File: src/rtl/apb_slave_regfile.sv
`default_nettype none
// ============================================================================
// Module   : apb_slave_regfile
// Purpose  : APB responder holding a 32-bit word register file. Word 0 is a
//            read-only ID word, words 1..DEPTH-1 are read/write. Inserts a
//            fixed number of wait states and flags bad accesses on Pslverr.
// Revision : 1.0 - initial release
// ============================================================================
module apb_slave_regfile #(
  parameter int          SEL_INDEX   = 0,
  parameter int          DEPTH       = 16,
  parameter int          WAIT_STATES = 1,
  parameter int          ADDR_BITS   = 8,
  parameter logic [31:0] ID_VALUE    = 32'hA5B2_0001
) (
  input  logic        Hclk,
  input  logic        Hresetn,
  input  logic [2:0]  Pselx,
  input  logic        Penable,
  input  logic        Pwrite,
  input  logic [31:0] Paddr,
  input  logic [31:0] Pwdata,
  output logic [31:0] Prdata,
  output logic        Pready,
  output logic        Pslverr
);

  localparam int c_IW = (DEPTH > 2) ? $clog2(DEPTH) : 1;

  typedef enum logic [1:0] {
    S_IDLE = 2'd0,
    S_WAIT = 2'd1,
    S_DONE = 2'd2
  } state_t;

  state_t          r_state;
  state_t          w_state_nxt;
  logic [3:0]      r_wcnt;
  logic [3:0]      w_wcnt_nxt;

  logic [c_IW-1:0] r_idx;
  logic            r_write;
  logic            r_err;
  logic [31:0]     r_wdata;
  logic [31:0]     r_mem [1:DEPTH-1];

  logic            w_psel;
  logic            w_setup;
  logic            w_access;
  logic [31:0]     w_idx_full;
  logic            w_err_setup;
  logic [c_IW-1:0] w_src_idx;
  logic            w_src_err;
  logic [31:0]     w_rdata_sel;
  logic            w_capture;
  logic            w_commit;
  logic [31:0]     w_prdata_nxt;
  logic            w_pready_nxt;
  logic            w_pslverr_nxt;
  logic            w_unused_ok;

  assign w_psel   = Pselx[SEL_INDEX];
  assign w_setup  = w_psel & ~Penable;
  assign w_access = w_psel & Penable;

  // Only the local window of Paddr and one select bit matter; the rest is ignored.
  assign w_unused_ok = ^{Pselx, Paddr};

  // Word index of the live address, widened so range checks need no truncation.
  assign w_idx_full  = 32'(Paddr[ADDR_BITS-1:2]);
  assign w_err_setup = (Paddr[1:0] != 2'b00) ||
                       (w_idx_full >= 32'(DEPTH)) ||
                       (Pwrite && (w_idx_full == 32'd0));

  // With zero wait states the read result is formed straight from the setup
  // phase, before anything has been captured, so pick the live decode then.
  assign w_src_idx   = (r_state == S_IDLE) ? w_idx_full[c_IW-1:0] : r_idx;
  assign w_src_err   = (r_state == S_IDLE) ? w_err_setup : r_err;
  assign w_rdata_sel = w_src_err              ? 32'd0    :
                       (w_src_idx == '0)      ? ID_VALUE :
                                                r_mem[w_src_idx];

  // Next-state, wait counter and next registered output values.
  always_comb begin
    w_state_nxt   = r_state;
    w_wcnt_nxt    = r_wcnt;
    w_capture     = 1'b0;
    w_commit      = 1'b0;
    w_pready_nxt  = 1'b0;
    w_prdata_nxt  = 32'd0;
    w_pslverr_nxt = 1'b0;
    unique case (r_state)
      S_IDLE: begin
        if (w_setup) begin
          w_capture  = 1'b1;
          w_wcnt_nxt = 4'(WAIT_STATES);
          if (WAIT_STATES == 0) begin
            w_state_nxt   = S_DONE;
            w_pready_nxt  = 1'b1;
            w_prdata_nxt  = w_rdata_sel;
            w_pslverr_nxt = w_src_err;
          end else begin
            w_state_nxt = S_WAIT;
          end
        end
      end
      S_WAIT: begin
        if (!w_psel) begin
          w_state_nxt = S_IDLE;
        end else if (Penable) begin
          if (r_wcnt == 4'd1) begin
            w_state_nxt   = S_DONE;
            w_pready_nxt  = 1'b1;
            w_prdata_nxt  = w_rdata_sel;
            w_pslverr_nxt = w_src_err;
          end else begin
            w_wcnt_nxt = r_wcnt - 4'd1;
          end
        end
      end
      S_DONE: begin
        w_state_nxt = S_IDLE;
        w_commit    = w_access & r_write & ~r_err;
      end
      default: w_state_nxt = S_IDLE;
    endcase
  end

  // State, wait counter and registered bus outputs.
  always_ff @(posedge Hclk or negedge Hresetn) begin
    if (!Hresetn) begin
      r_state <= S_IDLE;
      r_wcnt  <= 4'd0;
      Prdata  <= 32'd0;
      Pready  <= 1'b0;
      Pslverr <= 1'b0;
    end else begin
      r_state <= w_state_nxt;
      r_wcnt  <= w_wcnt_nxt;
      Prdata  <= w_prdata_nxt;
      Pready  <= w_pready_nxt;
      Pslverr <= w_pslverr_nxt;
    end
  end

  // Setup-phase capture: later changes of Paddr/Pwdata are deliberately ignored.
  always_ff @(posedge Hclk or negedge Hresetn) begin
    if (!Hresetn) begin
      r_idx   <= '0;
      r_write <= 1'b0;
      r_err   <= 1'b0;
      r_wdata <= 32'd0;
    end else if (w_capture) begin
      r_idx   <= w_idx_full[c_IW-1:0];
      r_write <= Pwrite;
      r_err   <= w_err_setup;
      r_wdata <= Pwdata;
    end
  end

  // Register file; a write lands only on the completing edge of a good access.
  always_ff @(posedge Hclk or negedge Hresetn) begin
    if (!Hresetn) begin
      for (int i = 1; i < DEPTH; i++) begin
        r_mem[i] <= 32'd0;
      end
    end else if (w_commit) begin
      r_mem[r_idx] <= r_wdata;
    end
  end

endmodule
`default_nettype wire

File: config.mk
export PLATFORM = sky130hd
export DESIGN_NAME = apb_slave_regfile
export DESIGN_NICKNAME = d
export VERILOG_FILES = /design/src/rtl/apb_slave_regfile.sv
export SDC_FILE = /design/constraint.sdc
export NUM_CORES = 1
export LEC_CHECK = 0
export ABC_CLOCK_PERIOD_IN_PS = 4500
export CELL_PAD_IN_SITES_DETAIL_PLACEMENT = 0
export CELL_PAD_IN_SITES_GLOBAL_PLACEMENT = 1
export CORE_AREA = 2 2 216 218
export DETAILED_ROUTE_END_ITERATION = 10
export DIE_AREA = 0 0 218 220
export GPL_TIMING_DRIVEN = 0
export PLACE_DENSITY = 0.9
export SLEW_MARGIN = 30
export SYNTH_ARGS = -nofsm -noshare
export SYNTH_HDL_FRONTEND = slang
export SYNTH_SLANG_ARGS = --single-unit
File: constraint.sdc
create_clock -name Hclk -period 4.5 [get_ports Hclk]
set_input_delay 1.35 -clock Hclk [delete_from_list [all_inputs] [get_ports Hclk]]
set_output_delay 1.35 -clock Hclk [all_outputs]
set_load 0.01 [all_outputs]
Word-level counts from Yosys, hierarchy flattened
Index checks and enable logic that the tools add are counted.

word-level totals
  register bits after elaboration = 558
  bits of input ports = 71
  output and inout port bits = 34
  word-level logic and storage cells = 92

operators by class
  add/subtract/negate cells = 1
  magnitude comparators = 4
  equal/unequal tests = 9
  mux-type cells = 35
  bitwise gates (word level) = 8
  reductions and logical operators = 11

operators with widths
  cell                                                 count
  bitwise mux 480 bit                                  1
  two-way mux 32 bit                                   9
  binary-select mux 32 bit (select 4 bit)              1
  demux 32 bit (select 4 bit)                          1
  logical NOT 32 bit                                   1
  two-way mux 4 bit                                    5
  two-way mux 1 bit                                    12
  >= comparator 5 bit, second input constant           2
  inverter 4 -> 5 bit                                  2
  two-way mux 2 bit                                    4
  != test 2 bit, second input constant                 4
  case mux 4 bit (2 select lines)                      1
  >= comparator 6 x 5 -> 1 bit, second input constant  1
  != test 3 bit, second input constant                 2
  < comparator 5 x 1 -> 1 bit, second input constant   1
  AND reduction 5 bit                                  1
  AND 1 bit                                            4
  equality test 4 x 1 -> 1 bit, second input constant  1
  logical NOT 4 bit                                    1
  case mux 2 bit (2 select lines)                      1
  nonzero test 2 bit                                   2
  subtractor 4 x 1 -> 4 bit, second input constant     1
  AND reduction 3 bit                                  1
  equality test 2 x 1 -> 1 bit, second input constant  1
  other kinds (5)                                      8

Logic depth before layout (Yosys ltp)
  depth in word-level cells = 12
  depth in mapped cells = 9
  mapped depth without buffers = 7

Least setup slack after synthesis
No wires, ideal clock.

  kind = input port to flip-flop
  start = input Penable
  end = register r_mem[257] (netlist name)
  setup time = 0.127 ns
  arrival = 3.201 ns
  required time = 4.373 ns
  setup slack = 1.172 ns
  stages on the path = 7
  path buffers = 2
  cells stage by stage = nand2_1 or4_4 or3_1 buf_2 nor3b_4 buf_6 mux2_1

between the ends
  word-level cells in the longest chain between the ends = 4

ends and longest elaborated chain
  item                             line  source
  from (decl)                      19    input logic Penable,
  AND 1 bit                        64    assign w_access = w_psel & Penable;
  AND 1 bit (2 in a row)           123   w_commit = w_access & r_write & ~r_err;
  two-way mux 1 bit                92    unique case (r_state)
  to (signal, indexed assignment)  168   r_mem[r_idx] <= r_wdata;
  to (decl)                        45    logic [31:0] r_mem [1:DEPTH-1];

Every way passes these cells.
A chain may end at the register's enable or synchronous reset.

Worst setup path after layout
  start = input Paddr[2]
  end = register Prdata[20]

between the ends
  word-level cells in the longest chain between the ends = 11
  elaborated cells between the ends (all ways) = 18
  those cells by class = order compare: 1; mux: 11; bitwise: 1; reduce/logical: 5

ends and longest elaborated chain
  item                                                   line  source
  from (decl)                                            21    input logic [31:0] Paddr,
  two-way mux 4 bit                                      77    assign w_src_idx = (r_state == S_IDLE) ? w_idx_full[c_IW-1:0] : r_idx;
  inverter 4 -> 5 bit (not written as such)              81    r_mem[w_src_idx];
  binary-select mux 32 bit (select 4 bit)                81
  two-way mux 32 bit (not written as such) (2 in a row)  81
  two-way mux 32 bit                                     80    (w_src_idx == '0) ? ID_VALUE :
  two-way mux 32 bit *                                   79    assign w_rdata_sel = w_src_err ? 32'd0 :
  two-way mux 32 bit *                                   111   if (r_wcnt == 4'd1) begin
  two-way mux 32 bit *                                   110   end else if (Penable) begin
  two-way mux 32 bit *                                   108   if (!w_psel) begin
  two-way mux 32 bit *                                   92
  net w_prdata_nxt[20]                                   57    logic [31:0] w_prdata_nxt;
  to (signal assigned)                                   140   Prdata <= w_prdata_nxt;
  to (decl)                                              23    output logic [31:0] Prdata,

Mark *: on every way through the listed nets, which the timed path passes. The rest lies on a longest branch. The select of a mux whose other input is x is not followed.

==> flow_metrics.env <==
export IMPL_cts_htree_levels=2
export IMPL_track_usage=0.307
export IMPL_final_nets=2050
export IMPL_ctsResizeCount=0
export IMPL_num_antenna_cells=0
export IMPL_critPathMaxFanout=10
export IMPL_drv_slew=0
export IMPL_whs_ps=486
export IMPL_final_setup_skew_ps=32.9
export IMPL_start_util=0.542
export IMPL_die_y_um=220
export IMPL_drtIter0Drc=1821
export IMPL_grt_max_degree=92
export IMPL_antenna_found_initial=1
export IMPL_synth_top_area_share=0.561
export IMPL_drtPass1Iterations=6
export IMPL_utilization=0.624
export IMPL_end_kind="flip-flop"
export IMPL_gp_congestion=0.893
export IMPL_synth_area_um2=24900
export IMPL_syn_num_nets=1906
export IMPL_cts_tree="done"
export IMPL_routedWlPerCell_um=27.6
export IMPL_design_portCount=105
export IMPL_std_cell_rows=79
export IMPL_grt_overflow=0
export IMPL_ys_top_cells_by_area="dfrtp_1, mux2_2, mux2i_1"
export IMPL_ir_drop_mv=0.290
export IMPL_final_hold_viol_count=0
export IMPL_critPathKind="input port to flip-flop"
export IMPL_setup_viol=0
export IMPL_synth_cells=1833
export IMPL_hold_path_class="flip-flop to flip-flop"
export IMPL_cts_buffer_depth=3
export IMPL_min_delay_start="r_mem[279]"
export IMPL_grt_pass1_vias=17400
export IMPL_seq_area_frac_synth=0.561
export IMPL_period_needed_ps=4310
export IMPL_synth_top_area_cell="dfrtp_1"
export IMPL_area_growth_pct=15.1
export IMPL_maxCapViolCount=0
export IMPL_ant_nets=0
export IMPL_worstPathRequired_ps=5060
export IMPL_cp_arrival_ps=4860
export IMPL_fin_area_um2=28600
export IMPL_status="complete, no violations"
export IMPL_synth_edf_count=0
export IMPL_power_density_nw_per_um2=429
export IMPL_synthDistinctLibCells=55
export IMPL_slowest_delay_ps=920
export IMPL_timing_final_crit_share=0.957
export IMPL_die_area_um2=48000
export IMPL_cts_buffers=57
export IMPL_worst_pin_slew_ps=1180
export IMPL_clkLatencyLatePin_ps=640
export IMPL_rsz0062_at_grt="false"
export IMPL_r2r_start="r_state[1]"
export IMPL_post_place_cells=2525
export IMPL_ys_seq_elements=558
export IMPL_slowest_stage="clkbuf_1"
export IMPL_synthArstFlopShare=1.00
export IMPL_layout_drive_gt1_share=0.339
export IMPL_clkTransAtPathRegs_ps=60
export IMPL_max_clock_freq_mhz=232
export IMPL_setup_worst_path_start="Paddr[2]"
export IMPL_io_buffers=78
export IMPL_drt_total_wl_mm=72.7
export IMPL_placed_area_um2=26600
export IMPL_finalPower_w=0.0123
export IMPL_relSlewSlack=0.212
export IMPL_final_cell_count_no_fill=2632
export IMPL_vias=17100
export IMPL_die_width_um=218
export IMPL_cellLeakagePower_nw=14.1
export IMPL_postSynthAreaPerCell_um2=13.6
export IMPL_cts_setup_buffers=0
export IMPL_grt_pass1_wl_mm=108
export IMPL_dp_hpwl_mm=46.6
export IMPL_synth_warning_count=0
export IMPL_avgViaCountPerCell=6.49
export IMPL_clkSinkCount=558
export IMPL_drc_errors=0
export IMPL_cts_root_buf="clkbuf_16"
export IMPL_ctsHoldBuffers=0
export IMPL_path_cells="clkdlybuf4s50_1, or3b_2, nand2_1, buf_2, clkbuf_1, nor2_2, a31oi_1, o2111a_1"
export IMPL_synth_most_common_cell="dfrtp_1"
export IMPL_synth_common_cells="dfrtp_1, mux2_2, nand2_1"
export IMPL_synth_flop_cell="dfrtp_1"
export IMPL_core_area_um2=45900
export IMPL_critPathLaunchType="input port"
critical path: cells and delay by family:
| kind | cells | cell delay, ps |
|---|---|---|
| buf+inv | 3 | 1880 |
| compound gates | 2 | 540 |
| simple gates | 3 | 1070 |
cell families (layout without fill, tap and decap cells):
group,count (synthesis),in the layout,synth area share
buffers and inverters,165,357,0.0286
XOR/XNOR,1,1,0.000352
adder cells (fa/ha/maj),2,2,0.00101
AND/OR/NAND/NOR,239,239,0.0484
flip-flops,558,558,0.561
AO/OA/AOI/OAI,264,264,0.0789
multiplexers,604,604,0.281
flip-flops by register name (all words and copies together), names as in the netlist:
name and count:
r_state 2, Prdata 32, Pready 1, r_write 1, Pslverr 1, r_idx 4
r_mem 480, r_wcnt 4, r_wdata 32, r_err 1
placed cells by master (no fill, tap or decap), drive strengths merged, types with 4 or more instances in the layout:
master,netlist,layout
dfrtp,558,558
mux2,529,529
clkbuf,89,183
nand2,114,114
clkdlybuf4s50,0,77
buf,71,73
a21oi,59,59
and3,55,55
mux2i,52,52
a221oi,32,32
a211o,26,26
o21ai,26,26
mux4,23,23
a221o,23,23
nor2,21,21
a211oi,20,20
a31oi,19,19
clkinv,0,14
nand3,13,13
o311ai,13,13
a21o,10,10
a2111oi,9,9
a32oi,9,9
o2111a,9,9
inv,5,6
nor3,6,6
bufinv,0,4
nor3b,4,4
area by class of cell:
type	instances	area, µm²
flip-flops and latches	558	14000
plain buffers	160	709
well taps	607	759
multi-input cells	1110	10200
repair buffers	85	978
fillers	3481	17200
inverters	5	18.8
clock inverters	19	228
clock buffers	88	1760
metrics by stage:
step                      setup slack [ps]  TNS, ps
after floorplan                       1170        0
after global placement              -21650        -
after detailed placement              -485    -7380
after CTS                              212        0
after global routing                   209        0
final                                  194        0
metal layers:
layer / track usage / share of wire
met1: 0.416 / 0.41
met2: 0.473 / 0.46
met3: 0.0708 / 0.090
met4: 0.138 / 0.044
met5: 0 / 0
path summary, 6_finish.rpt:
check                                   to  depth (start not counted)  slack (ps)
worst max-delay path            Prdata[20]                          8         190
worst min-delay path            r_mem[279]                          1         490
worst max register to register  Prdata[28]                          7         950
worst min register to register  r_mem[279]                          1         490
max in group asynchronous       Prdata[25]                          4        2310
min in group asynchronous        r_wcnt[2]                          1         680
report_power, final:
group | switching [W] | internal, W | total (W)
combinational | 0.00142 | 0.000533 | 0.00195
sequential | 0.000223 | 0.00514 | 0.00537
clock | 0.00205 | 0.00292 | 0.00497
Note: power is estimated with default switching activity, not from simulation.
